### config.mk
export PLATFORM = sky130hd
export DESIGN_NAME = q2f_conv_rr_scheduler_flat
export DESIGN_NICKNAME = d
export VERILOG_FILES = /design/src/rtl/q2f_conv_rr_scheduler_if.sv /design/src/rtl/q2f_conv_rr_scheduler.sv /design/src/flat_wrapper.sv
export SDC_FILE = /design/constraint.sdc
export NUM_CORES = 1
export LEC_CHECK = 0
export CORE_UTILIZATION = 25
export DETAILED_ROUTE_END_ITERATION = 8
export GPL_TIMING_DRIVEN = 0
export REMOVE_ABC_BUFFERS = 1
export SLEW_MARGIN = 20
export SYNTH_ARGS = -nofsm -noshare
export SYNTH_HDL_FRONTEND = slang
export SYNTH_SLANG_ARGS = --single-unit
### constraint.sdc
create_clock -name clk -period 3.54 [get_ports clk]
set_input_delay 0.531 -clock clk [delete_from_list [all_inputs] [get_ports clk]]
set_output_delay 0.531 -clock clk [all_outputs]
set_load 0.01 [all_outputs]
### src/rtl/q2f_conv_rr_scheduler_if.sv
// q2f_conv_rr_scheduler_if
// Request, converter and result signals of the shared Q2.30->float converter
// scheduler. "master" is the scheduler side, "slave" is the environment side
// (sine generators, converter, float consumer).
interface q2f_conv_rr_scheduler_if #(
   parameter int unsigned NUM_CH = 4,
   parameter int unsigned CH_W   = 2
);
   logic [NUM_CH-1:0]    req_valid;
   logic [32*NUM_CH-1:0] req_data;
   logic [NUM_CH-1:0]    req_ready;
   logic [31:0]          conv_q_out;
   logic [31:0]          conv_float_in;
   logic                 res_valid;
   logic                 res_ready;
   logic [CH_W-1:0]      res_ch;
   logic [31:0]          res_data;

   modport master (
      input  req_valid, req_data, conv_float_in, res_ready,
      output req_ready, conv_q_out, res_valid, res_ch, res_data
   );

   modport slave (
      output req_valid, req_data, conv_float_in, res_ready,
      input  req_ready, conv_q_out, res_valid, res_ch, res_data
   );
endinterface

### src/rtl/q2f_conv_rr_scheduler.sv
// q2f_conv_rr_scheduler
// Shares one non-stallable Q2.30->float converter (CONV_LATENCY stages)
// between NUM_CH requesters. Round-robin grant, at most one issue per cycle;
// channel tags ride a delay line matched to the converter, results land in a
// show-ahead FIFO. Issue is credit-guarded so a converter result always finds
// a free FIFO slot regardless of consumer backpressure.
// Optional statistics (grant_cnt, stall_cnt): define Q2F_SCHED_STATS_EN.
module q2f_conv_rr_scheduler #(
   parameter int unsigned NUM_CH       = 4,
   parameter int unsigned CH_W         = 2,
   parameter int unsigned CONV_LATENCY = 4,
   parameter int unsigned OUT_DEPTH    = 8
) (
   input  logic                    clk,
   input  logic                    rst_n,
   input  logic                    enable,
   q2f_conv_rr_scheduler_if.master bus,
   output logic                    busy
`ifdef Q2F_SCHED_STATS_EN
   ,
   output logic [16*NUM_CH-1:0]    grant_cnt,
   output logic [15:0]             stall_cnt
`endif
);

   localparam int unsigned AW     = $clog2(OUT_DEPTH);
   localparam int unsigned CRED_W = $clog2(OUT_DEPTH + 1);
   localparam int unsigned ENT_W  = CH_W + 32;

   typedef enum logic [1:0] {
      ST_IDLE  = 2'd0,
      ST_RUN   = 2'd1,
      ST_DRAIN = 2'd2
   } state_t;

   state_t              state_q, state_d;
   logic                run_en;

   logic [CH_W-1:0]     rr_ptr_q;
   logic [CRED_W-1:0]   credits_q;

   logic                hi_found, lo_found, win_found;
   logic [CH_W-1:0]     hi_ch, lo_ch, win_ch;
   logic [31:0]         win_data;
   logic                grant;
   logic [NUM_CH-1:0]   req_ready_c;

   logic [31:0]         conv_q_q;

   logic [CONV_LATENCY:0] tag_vld_q;
   logic [CH_W-1:0]       tag_ch_q [0:CONV_LATENCY];

   logic [ENT_W-1:0]    fifo_mem [OUT_DEPTH];
   logic [AW-1:0]       wr_ptr_q, rd_ptr_q;
   logic [AW:0]         count_q;
   logic                wr_en, pop, fifo_empty, fifo_full, pipe_empty;
   logic [ENT_W-1:0]    head;

   assign wr_en      = tag_vld_q[CONV_LATENCY];
   assign fifo_empty = (count_q == '0);
   assign fifo_full  = (count_q == (AW+1)'(OUT_DEPTH));
   assign pop        = !fifo_empty && bus.res_ready;
   assign pipe_empty = !(|tag_vld_q) && fifo_empty;
   assign head       = fifo_mem[rd_ptr_q];

   // State register
   always_ff @(posedge clk) begin
      if (!rst_n) state_q <= ST_IDLE;
      else        state_q <= state_d;
   end

   // Next-state and state-derived outputs
   always_comb begin
      state_d = state_q;
      run_en  = 1'b0;
      busy    = 1'b1;
      case (state_q)
         ST_IDLE: begin
            busy = 1'b0;
            if (enable) state_d = ST_RUN;
         end
         ST_RUN: begin
            run_en = enable;
            if (!enable) state_d = pipe_empty ? ST_IDLE : ST_DRAIN;
         end
         ST_DRAIN: begin
            if (enable)          state_d = ST_RUN;
            else if (pipe_empty) state_d = ST_IDLE;
         end
         default: begin
            busy    = 1'b0;
            state_d = ST_IDLE;
         end
      endcase
   end

   // Round-robin search: lowest requester at/above the pointer wins,
   // otherwise the lowest requester below it (wrap-around).
   always_comb begin
      hi_found = 1'b0;
      lo_found = 1'b0;
      hi_ch    = '0;
      lo_ch    = '0;
      for (int unsigned i = 0; i < NUM_CH; i++) begin
         if (bus.req_valid[i]) begin
            if (CH_W'(i) >= rr_ptr_q) begin
               if (!hi_found) begin
                  hi_found = 1'b1;
                  hi_ch    = CH_W'(i);
               end
            end else if (!lo_found) begin
               lo_found = 1'b1;
               lo_ch    = CH_W'(i);
            end
         end
      end
      win_found = hi_found || lo_found;
      win_ch    = hi_found ? hi_ch : lo_ch;
   end

   // Grant qualification (registered credits only) and winner data mux
   always_comb begin
      grant       = run_en && (credits_q != '0) && win_found;
      req_ready_c = '0;
      win_data    = '0;
      for (int unsigned i = 0; i < NUM_CH; i++) begin
         if (CH_W'(i) == win_ch) begin
            req_ready_c[i] = grant;
            win_data       = bus.req_data[32*i +: 32];
         end
      end
   end

   assign bus.req_ready  = req_ready_c;
   assign bus.conv_q_out = conv_q_q;

   // Converter input register: loads the winner sample, holds otherwise
   always_ff @(posedge clk) begin
      if (!rst_n)     conv_q_q <= '0;
      else if (grant) conv_q_q <= win_data;
   end

   // Round-robin pointer and output-slot credits
   always_ff @(posedge clk) begin
      if (!rst_n) begin
         rr_ptr_q  <= '0;
         credits_q <= CRED_W'(OUT_DEPTH);
      end else begin
         if (grant)
            rr_ptr_q <= (win_ch == CH_W'(NUM_CH - 1)) ? '0 : win_ch + CH_W'(1);
         case ({grant, pop})
            2'b10:   credits_q <= credits_q - CRED_W'(1);
            2'b01:   credits_q <= credits_q + CRED_W'(1);
            default: credits_q <= credits_q;
         endcase
      end
   end

   // Tag delay line aligned to converter latency; cleared tags never write,
   // which is what discards converter contents across a reset.
   always_ff @(posedge clk) begin
      if (!rst_n) begin
         tag_vld_q <= '0;
         for (int unsigned i = 0; i <= CONV_LATENCY; i++) tag_ch_q[i] <= '0;
      end else begin
         tag_vld_q   <= {tag_vld_q[CONV_LATENCY-1:0], grant};
         tag_ch_q[0] <= win_ch;
         for (int unsigned i = 1; i <= CONV_LATENCY; i++) tag_ch_q[i] <= tag_ch_q[i-1];
      end
   end

   // FIFO storage (no reset needed: occupancy tracked by pointers/count)
   always_ff @(posedge clk) begin
      if (wr_en) fifo_mem[wr_ptr_q] <= {tag_ch_q[CONV_LATENCY], bus.conv_float_in};
   end

   // FIFO pointers and occupancy
   always_ff @(posedge clk) begin
      if (!rst_n) begin
         wr_ptr_q <= '0;
         rd_ptr_q <= '0;
         count_q  <= '0;
      end else begin
         if (wr_en) wr_ptr_q <= wr_ptr_q + AW'(1);
         if (pop)   rd_ptr_q <= rd_ptr_q + AW'(1);
         case ({wr_en, pop})
            2'b10:   count_q <= count_q + (AW+1)'(1);
            2'b01:   count_q <= count_q - (AW+1)'(1);
            default: count_q <= count_q;
         endcase
      end
   end

   // Show-ahead head; zero when empty so idle/reset outputs read as 0
   always_comb begin
      bus.res_valid = !fifo_empty;
      bus.res_ch    = fifo_empty ? '0 : head[ENT_W-1:32];
      bus.res_data  = fifo_empty ? '0 : head[31:0];
   end

`ifdef Q2F_SCHED_STATS_EN
   // Saturating per-channel grant counters and credit-stall counter
   always_ff @(posedge clk) begin
      if (!rst_n) begin
         grant_cnt <= '0;
         stall_cnt <= '0;
      end else begin
         for (int unsigned i = 0; i < NUM_CH; i++) begin
            if (grant && (win_ch == CH_W'(i)) && (grant_cnt[16*i +: 16] != 16'hFFFF))
               grant_cnt[16*i +: 16] <= grant_cnt[16*i +: 16] + 16'd1;
         end
         if ((state_q == ST_RUN) && (|bus.req_valid) && (credits_q == '0) &&
             (stall_cnt != 16'hFFFF))
            stall_cnt <= stall_cnt + 16'd1;
      end
   end
`endif

   wr_full_a: assert property (@(posedge clk) disable iff (!rst_n) !(wr_en && fifo_full));
   grant_onehot_a: assert property (@(posedge clk) disable iff (!rst_n) $onehot0(bus.req_ready));

endmodule

### src/flat_wrapper.sv
// flat-port wrapper written by rule: the top's interface ports become plain ports
module q2f_conv_rr_scheduler_flat 
#(
   parameter int unsigned NUM_CH       = 4,
   parameter int unsigned CH_W         = 2,
   parameter int unsigned CONV_LATENCY = 4,
   parameter int unsigned OUT_DEPTH    = 8
)
  (clk, rst_n, enable, busy, bus_req_valid, bus_req_data, bus_conv_float_in, bus_res_ready, bus_req_ready, bus_conv_q_out, bus_res_valid, bus_res_ch, bus_res_data);
  q2f_conv_rr_scheduler_if #(.NUM_CH(NUM_CH), .CH_W(CH_W)) bus_i ();
  input  logic clk;
  input  logic rst_n;
  input  logic enable;
  output logic busy;
  input wire logic [$bits(bus_i.req_valid)-1:0] bus_req_valid;
  input wire logic [$bits(bus_i.req_data)-1:0] bus_req_data;
  input wire logic [$bits(bus_i.conv_float_in)-1:0] bus_conv_float_in;
  input wire logic [$bits(bus_i.res_ready)-1:0] bus_res_ready;
  output wire logic [$bits(bus_i.req_ready)-1:0] bus_req_ready;
  output wire logic [$bits(bus_i.conv_q_out)-1:0] bus_conv_q_out;
  output wire logic [$bits(bus_i.res_valid)-1:0] bus_res_valid;
  output wire logic [$bits(bus_i.res_ch)-1:0] bus_res_ch;
  output wire logic [$bits(bus_i.res_data)-1:0] bus_res_data;
  assign bus_i.req_valid = bus_req_valid;
  assign bus_i.req_data = bus_req_data;
  assign bus_i.conv_float_in = bus_conv_float_in;
  assign bus_i.res_ready = bus_res_ready;
  assign bus_req_ready = bus_i.req_ready;
  assign bus_conv_q_out = bus_i.conv_q_out;
  assign bus_res_valid = bus_i.res_valid;
  assign bus_res_ch = bus_i.res_ch;
  assign bus_res_data = bus_i.res_data;
  q2f_conv_rr_scheduler #(.NUM_CH(NUM_CH), .CH_W(CH_W), .CONV_LATENCY(CONV_LATENCY), .OUT_DEPTH(OUT_DEPTH)) u_core (.clk(clk), .rst_n(rst_n), .enable(enable), .bus(bus_i), .busy(busy));
endmodule
# ---- Word level (Yosys, flattened, before mapping)
# Memory sizes are Yosys's and may differ from the RTL's. A register that Yosys moved wholly into a read port is not among the register bits.
# Cells that the tools add are included.
dict set report totals {
  input_bits 168
  romBits 0
  out_inout_bits 72
  latch_bits 0
  ram_bits 282
  word_cells 122
  n_memories 2
  register_bits 55
}
dict set report op_classes {
  mux 67
  eq_ne 13
  shifts 0
  n_div 0
  addsub 7
  multipliers 0
  bitwise 5
  reduce_logical 16
  magnitude_cmp 4
}
# name depth word_bits rd rd_clocked_by_memory_dff write_ports line
set mem_list {}
lappend mem_list {u_core.fifo_mem 8 34 1 1 1 q2f_conv_rr_scheduler.sv:53} ;# logic [ENT_W-1:0] fifo_mem [OUT_DEPTH];
lappend mem_list {u_core.tag_ch_q 5 2 5 0 5 q2f_conv_rr_scheduler.sv:51} ;# logic [CH_W-1:0] tag_ch_q [0:CONV_LATENCY];
# cell n
set op_table {}
lappend op_table {{$mux 32} 5}
lappend op_table {{$mux 2} 29}
lappend op_table {{$mux 1} 28}
lappend op_table {{$pmux 4 s2} 2}
lappend op_table {{$add 4x1->4 const B} 2}
lappend op_table {{$eq 2x2->1 const B} 4}
lappend op_table {{$sub 4x1->4 const B} 2}
lappend op_table {{$add 3x1->3 const B} 2}
lappend op_table {{$eq 2x1->1 const B} 3}
lappend op_table {{$mux 3} 2}
lappend op_table {{$pmux 2 s3} 1}
lappend op_table {{$or 1x1->1} 5}
lappend op_table {{$reduce_or 5->1} 1}
lappend op_table {{$eq 2x2->1 const A} 2}
lappend op_table {{$ge 1x2->1 const A} 2}
lappend op_table {{$ge 2x2->1 const A} 2}
lappend op_table {{$logic_and 1x1->1} 4}
lappend op_table {{$logic_not 2->1} 2}
lappend op_table {{$logic_not 4->1} 1}
lappend op_table {{$ne 2x2->1 const B} 2}
lappend op_table {{$reduce_bool 2->1} 2}
lappend op_table {{$reduce_bool 4->1} 1}
lappend op_table {{$ne 3x2->1 const B} 1}
lappend op_table {{$reduce_and 3->1} 1}
lappend op_table {{5 further kinds} 6}

# ---- Depth between registers and ports, before layout
# Gate-level depths: netlist (run 1).
dict set report depth {
  word_depth 18
  mapped_depth 13
}

# ---- Worst setup path before layout (run 1)
# Ideal clock, no wire load.
dict set report synth_timing {
  kind {register to register}
  startpoint {register u_core.tag_vld_q[4]}
  endpoint {memory u_core.fifo_mem[0][0] (netlist bit) (enable)}
  synth_period_minus_slack_ns 3.345
  arrival_ns 2.877
  path_stages_with_launch 3
  slack_ns 0.195
  required_time_ns 3.072
  cell_sequence {dfxtp_1 > nand2b_1 > nor3_1}
}
dict set report synth_between {
  elab_chain_len 2
}
# element line
set synth_rtl {}
lappend synth_rtl {{start, declared} q2f_conv_rr_scheduler.sv:50} ;# logic [CONV_LATENCY:0] tag_vld_q;
lappend synth_rtl {{start signal, assigned} q2f_conv_rr_scheduler.sv:166} ;# tag_vld_q <= {tag_vld_q[CONV_LATENCY-1:0], grant};
lappend synth_rtl {{$mux 1} q2f_conv_rr_scheduler.sv:174} ;# if (wr_en) fifo_mem[wr_ptr_q] <= {tag_ch_q[CONV_LATENCY], bus.conv_float_in};
lappend synth_rtl {{$mux 1 (not written as such)} q2f_conv_rr_scheduler.sv:174}
lappend synth_rtl {{end, declared} q2f_conv_rr_scheduler.sv:53}
# No other way between the ends.

# ---- Worst setup path after layout (run 1)
dict set report layout_timing {
  startpoint {input port bus_req_valid[3]}
  endpoint {output port bus_req_ready[1]}
}
dict set report layout_between {
  elab_chain_len 4
  word_cells_on_any_way 9
  cone_classes {eq/ne: 1; mux: 6; reduce/logical: 2}
}
# element line
set layout_rtl {}
lappend layout_rtl {{start, declared} flat_wrapper.sv:15} ;# input wire logic [$bits(bus_i.req_valid)-1:0] bus_req_valid;
lappend layout_rtl {{$mux 2 or $mux 1 (tied branches)} q2f_conv_rr_scheduler.sv:105} ;# if (bus.req_valid[i]) begin
lappend layout_rtl {{$mux 2 *} q2f_conv_rr_scheduler.sv:118} ;# win_ch = hi_found ? hi_ch : lo_ch;
lappend layout_rtl {{net u_core.win_ch[0]} q2f_conv_rr_scheduler.sv:43} ;# logic [CH_W-1:0] hi_ch, lo_ch, win_ch;
lappend layout_rtl {{$eq 1x2->1 *} q2f_conv_rr_scheduler.sv:127} ;# if (CH_W'(i) == win_ch) begin
lappend layout_rtl {{$mux 1 *} q2f_conv_rr_scheduler.sv:127}
lappend layout_rtl {{end, declared} flat_wrapper.sv:19} ;# output wire logic [$bits(bus_i.req_ready)-1:0] bus_req_ready;
# Mark *: on every way through the listed nets, which the timed path passes. The rest lies on a longest branch.

==> results of run 1 <==
-- final timing paths --
path / from / to / slack (ns) / cells after the start
worst max-delay path: bus_req_valid[3] / bus_req_ready[1] / 0.09 / 9
worst min-delay path: u_core.tag_ch_q[0][6] / u_core.tag_ch_q[0][8] / 0.43 / 1
worst max register to register: u_core.credits_q[0] / u_core.credits_q[3] / 0.30 / 12
worst min register to register: u_core.tag_ch_q[0][6] / u_core.tag_ch_q[0][8] / 0.43 / 1
-- Yosys cell counts (all sizes together) (21+ instances only) --
cell	count
a21oi	45
mux4	68
edfxtp	272
clkbuf	34
nor2	63
dfxtp	68
o211ai	32
mux2i	37
buf	21
o2111ai	31
nand2	103
nand2b	38
-- cell families (layout without fill, tap and decap cells) --
logic type                 count (synthesis)  after routing
adders and majority gates                 18             18
and+or+nand+nor                          242            242
buffers and inverters                     74            362
AOI/OAI and AO/OA                        120            120
muxes                                    106            106
DFF                                      340            340
xor gates and xnor gates                   7              7
-- per-layer routing --
metal | share of wire [%] | vias up | GRT usage (%)
li1 | - | 4005 | -
met1 | 41 | 4194 | 14.3
met2 | 48 | 319 | 20.5
met3 | 7.0 | 66 | 3.50
met4 | 4.1 | 0 | 5.54
met5 | 0 | - | 0
-- layout by cell type (no fill, tap or decap), types with 4 or more instances in the layout --
cell               n
edfxtp_1         272
inv_1             13
nand3_1            4
mux2i_1           37
and2_1            18
nor2_1            56
dfxtp_1           65
nand2b_1          37
xor2_1             5
mux4_2            68
ha_1              13
nor2_4             7
buf_16             8
clkbuf_1           6
buf_4             13
clkinv_2           4
o2111ai_1         31
clkinv_1           6
clkbuf_16         39
nand2_1          103
clkdlybuf4s50_1  239
buf_12            10
buf_6              5
a21oi_1           44
clkinvlp_4         4
o211ai_1          32
-- power by group through the flow --
stage,clock network [mW],registers (mW),logic (mW)
3_5_place_dp,0,4.47,0.818
5_1_grt,4.10,4.39,0.946
6_report,3.83,4.38,0.876
4_1_cts,3.96,4.38,0.845
2_1_floorplan,0,4.48,0.358
3_3_place_gp,0,4.47,0.788
-- cell type report --
type                       count  area share [%]
sequential                   340            50.0
multi-input combinational    493            22.5
timing repair buffer         280            15.9
clock buffer                  44            5.10
tap                          748            4.90
clock inverter                22            1.27
inverter                      16           0.328
-- sequential cells by signal, indices dropped and copies added (netlist names), named ones only --
name / flops
u_core.count_q: 4
u_core.fifo_mem: 272
u_core.rr_ptr_q: 2
u_core.tag_vld_q: 5
u_core.rd_ptr_q: 3
u_core.tag_ch_q: 10
u_core.state_q: 2
u_core.bus.conv_q_out: 32
u_core.wr_ptr_q: 3
u_core.credits_q: 4
-- through the flow --
stage | setup slack [ns] | util (%)
final | 0.0933 | 34.5
after global routing | 0.0102 | 34.5
after CTS | 0.0375 | 34.3
after detailed placement | -0.621 | 32.0
after global placement | -3.03 | 30.9
after floorplan | -0.754 | -
-- repair_timing --
item                                    4_1_cts  5_1_grt
buffers inserted                              2        6
pin swaps                                     1        0
resized for setup                             6        3
endpoints found under the hold margin         0        0
endpoints found under the setup margin        5        6
hold buffers                                  0        0
-- worst max-delay path: cells and delay by family --
family,cells,cell delay [ns]
adder cells (fa/ha/maj),1,0.23
buffers and inverters,5,1.55
AND/OR/NAND/NOR,1,0.16
AO/OA/AOI/OAI,2,0.44
==> run metrics, run 1 <==
antenna violations before repair 0; CP max FO 46; total CTS buffers 38; DRT iter0 DRCs 384; die height 239 µm; io pins 240; Initial Utilization 25.4%; Worst path max stage delay 0.54 ns; total power 9.09 mW; max-slew violation count 0; average cell area after synthesis 15.5 µm²; post-synthesis simple-gate area fraction 7.92%; actual slew at the worst max-slew pin 0.771 ns; Hold Fails Final Rpt 0; Post-synth EDFFs 272; mux cell area share after synthesis 13.6%; CTS tree built; Yosys warnings 0; Worst Skew 0.0145 ns; Synth async-reset ratio 0%; H-tree Lvls 2; main combinational cell family by area after synthesis multiplexers; # Max-Cap Violations 0; share of the synthesized area in the top cell type 58.2%; Seq/Total Area, Yosys 67.9%; crit path time final 3.45 ns; RD Place Congestion 0.881; final setup vio count 0; Hold WC Path Type register to register; Fillers 5431; Synth Area in Adders 1.71%; Avg WL per Cell 18.2 µm; Pre-antenna DRT Iters 7; largest net degree at the start of global routing 47; Die Wd 239 µm; post-route setup TNS 0 ns; Slew HR 48.5%; post-route cell area 19100 µm²; placed cell area 17700 µm²; Die Footprint 57100 µm²; total grt overflow 0; Final period util 97.4%; DR vias/cell 4.42; Netlist Area Pre-Place 14000 µm²; total vias in the final route 8584; layout cell share with drive strength beyond 1 15.8%; Static Leak 5.90 nW; Total GRT Usage 12.2%; Peak VDD IR 0.247 mV; compound-cell area share of the yosys netlist 5.87%; post-route insts no fill 1943; CTS root buf clkbuf_16; DPL Wire Length 23.4 mm; total placed cells including tap cells 1869; final net count 1355; number of global-route vias before repair 8892; CP Cell Sequence clkdlybuf4s50_1 -> inv_1 -> a22o_1 -> a211oi_4 -> buf_6 -> ha_4 -> buf_12 -> and2_1 -> clkdlybuf4s50_1; run status completed; Logic pwr share 9.6%; Setup CP Type primary input to output pin; Multi-input gate area 4290 µm²; area leader, netlist edfxtp_1; Synth Flop Type edfxtp_1; Seq pwr share 48.2%; wirelength, routed 35.4 mm; clk buf depth 3; first-pass GRT wire length 51.8 mm; pwr dens 476 nW/µm²; Synth Instances 907; CP arrival 2.92 ns; Clk Latency, worst-skew pair 0.55 ns; crit path max-delay cell type clkdlybuf4s50_1; buffers added on ports 239; area delta synth->final 36.1%; internal power 7.00 mW; Sw Ratio 23.1%; most frequent CP cell clkdlybuf4s50_1; total core area 55300 µm²; clock power share 42.2%; FMAX 0.290 GHz; Rows 86; P_sw 2.10 mW; Crit path required time 3.01 ns; Routed Antenna Nets 0; hold_ws 0.426 ns; Sink Count 340; register area 9540 µm²; Worst Setup End Kind output pin; DRC violations left 0; Synth area leaders edfxtp_1 (58%), mux4_2 (11%), dfxtp_1 (9.7%), nand2_1 (2.8%), mux2i_1 (2.6%); Seq cells post-synth 340; clock-pin slew on the worst setup and hold paths 0.05 ns; setup repair after global routing missed its margin no; ant diodes 0; startpoint types primary input; xor/xnor share of the synthesized area 0.491%; Unique masters post-synth 40
(Power assumes the default switching activity.)
==> run 2, diff against run 1 <==
SETUP_SLACK_MARGIN = 0.4   (was unset)
==> run 2 against run 1 <==
Clock-buffer cell count stayed put. Sequential share of layout area is 0.98 points lower. Cell count up 1.5%. First-iteration DRC count is 9.9% higher. Global-route usage increased by 0.64 points. Critical path depth grew 2. Final area grew 2.0%. Die area did not move. Combinational power increased by 6.7%.
==> run metrics, run 2 (same netlist as run 1, synthesis figures left out) <==
Sink Count 340; post-route insts no fill 1973; io pins 240; Die Wd 239 µm; total grt overflow 0; # Max-Cap Violations 0; CTS tree built; Crit path required time 3.96 ns; DRT iter0 DRCs 422; antenna violations before repair 1; buffers added on ports 239; CTS root buf clkbuf_16; DRC violations left 0; actual slew at the worst max-slew pin 0.771 ns; setup repair after global routing missed its margin no; total CTS buffers 38; wirelength, routed 37.0 mm; Worst Skew 0.0158 ns; FMAX 0.324 GHz; most frequent cells in the layout edfxtp_1 (272), clkdlybuf4s50_1 (223), nand2_1 (103); total vias in the final route 8718; startpoint types primary input; total power 9.15 mW; final net count 1385; layout cell share with drive strength beyond 1 18.2%; Static Leak 6.20 nW; DPL Wire Length 23.4 mm; run status completed; first-pass GRT wire length 54.1 mm; Hold Fails Final Rpt 0; Fillers 5404; H-tree Lvls 2; number of global-route vias before repair 9057; RD Place Congestion 0.881; final setup vio count 0; Avg WL per Cell 18.8 µm; Biggest register u_core.fifo_mem; clock-pin slew on the worst setup and hold paths 0.05 ns; ant diodes 0; pwr dens 470 nW/µm²; Pre-antenna DRT Iters 6; crit path time final 3.08 ns; die height 239 µm; Setup CP Type primary input to register; Worst Setup End Kind register; CP max FO 32; DR vias/cell 4.42; area delta synth->final 38.8%; Rows 86; Final Util 35.2%; Total GRT Usage 12.8%; total core area 55300 µm²; largest net degree at the start of global routing 40; total placed cells including tap cells 1869; clk buf depth 3; most common cell after layout, fill and taps aside edfxtp_1; Initial Utilization 25.4%; Clk Latency, worst-skew pair 0.55 ns; Hold WC Path Type register to register; Final period util 87.1%; max-slew violation count 0; Largest register FFs 272; Routed Antenna Nets 0; CTS Hold Bufs 0; Slew HR 48.5%; Die Footprint 57100 µm²; CP arrival 3.50 ns; Peak VDD IR 0.247 mV
run 2: cell types whose count changed in the layout (fill, tap and decap cells not counted), sizes merged:
cell,change
buf,+27
clkdlybuf4s50,-16
dlygate4sd2,+15
bufbuf,+3
dlymetal6s2s,+1
run 2: power by group:
part / internal (mW) / switching (mW)
sequential: 4.35 / 0.0336
clock: 2.21 / 1.61
combinational: 0.464 / 0.471
total: 7.03 / 2.12
run 2: per-stage QoR:
stage | hold slack [ns] | worst slack [ns] | TNS, ns | instance area, µm²
CTS | 0.430 | 0.198 | 0 | 19300
global placement | 0.419 | -3.03 | -531.70 | 17100
finish | 0.426 | 0.455 | 0 | 19500
floorplan | 0.406 | -0.754 | -25.90 | 13700
detailed placement | 0.417 | -0.621 | -14.05 | 17700
global route | 0.444 | 0.401 | 0 | 19500
run 2: layout make-up:
| cell class | instances | area [µm²] | area share, % |
|---|---|---|---|
| timing repair buffer | 310 | 3380 | 17.4 |
| clock inverter | 22 | 243 | 1.25 |
| sequential | 340 | 9540 | 49.0 |
| tap | 748 | 936 | 4.81 |
| inverter | 16 | 67.6 | 0.347 |
| clock buffer | 44 | 973 | 5.00 |
| multi-input combinational | 493 | 4320 | 22.2 |
run 2: critical path: stages:
cell and delay (ns):
clkdlybuf4s50_1 0.56, inv_1 0.10, a22o_1 0.23, a211oi_4 0.20, buf_6 0.15, inv_1 0.10, ha_4 0.20, nor2_4 0.61
o211ai_1 0.36, o2111ai_1 0.32, a21oi_1 0.11
run 2: worst paths after layout:
kind / slack (ns) / cells after the start / endpoint / from
hold reg to reg: 0.43 / 1 / u_core.tag_ch_q[0][8] / u_core.tag_ch_q[0][6]
hold / removal: 0.43 / 1 / u_core.tag_ch_q[0][8] / u_core.tag_ch_q[0][6]
setup / recovery: 0.46 / 11 / u_core.bus.conv_q_out[0] / bus_req_valid[3]
setup reg to reg: 0.61 / 14 / u_core.credits_q[3] / u_core.state_q[1]
run 2: routing by layer:
| layer | wire length (µm) | part of all wire, % | global-route usage (%) | up-vias |
|---|---|---|---|---|
| met5 | 13 | 0.035 | 0 | - |
| met3 | 2690 | 7.3 | 3.88 | 66 |
| met1 | 14900 | 40 | 14.7 | 4259 |
| li1 | - | - | - | 4065 |
| met2 | 18000 | 49 | 22.0 | 326 |
| met4 | 1410 | 3.8 | 5.40 | 2 |
run 2: repair_timing:
item / CTS / global route
pin swaps: 3 / 1
cloned: 4 / 1
setup endpoints to repair: 71 / 14
gates resized for setup: 29 / 5
buffers inserted: 14 / 19
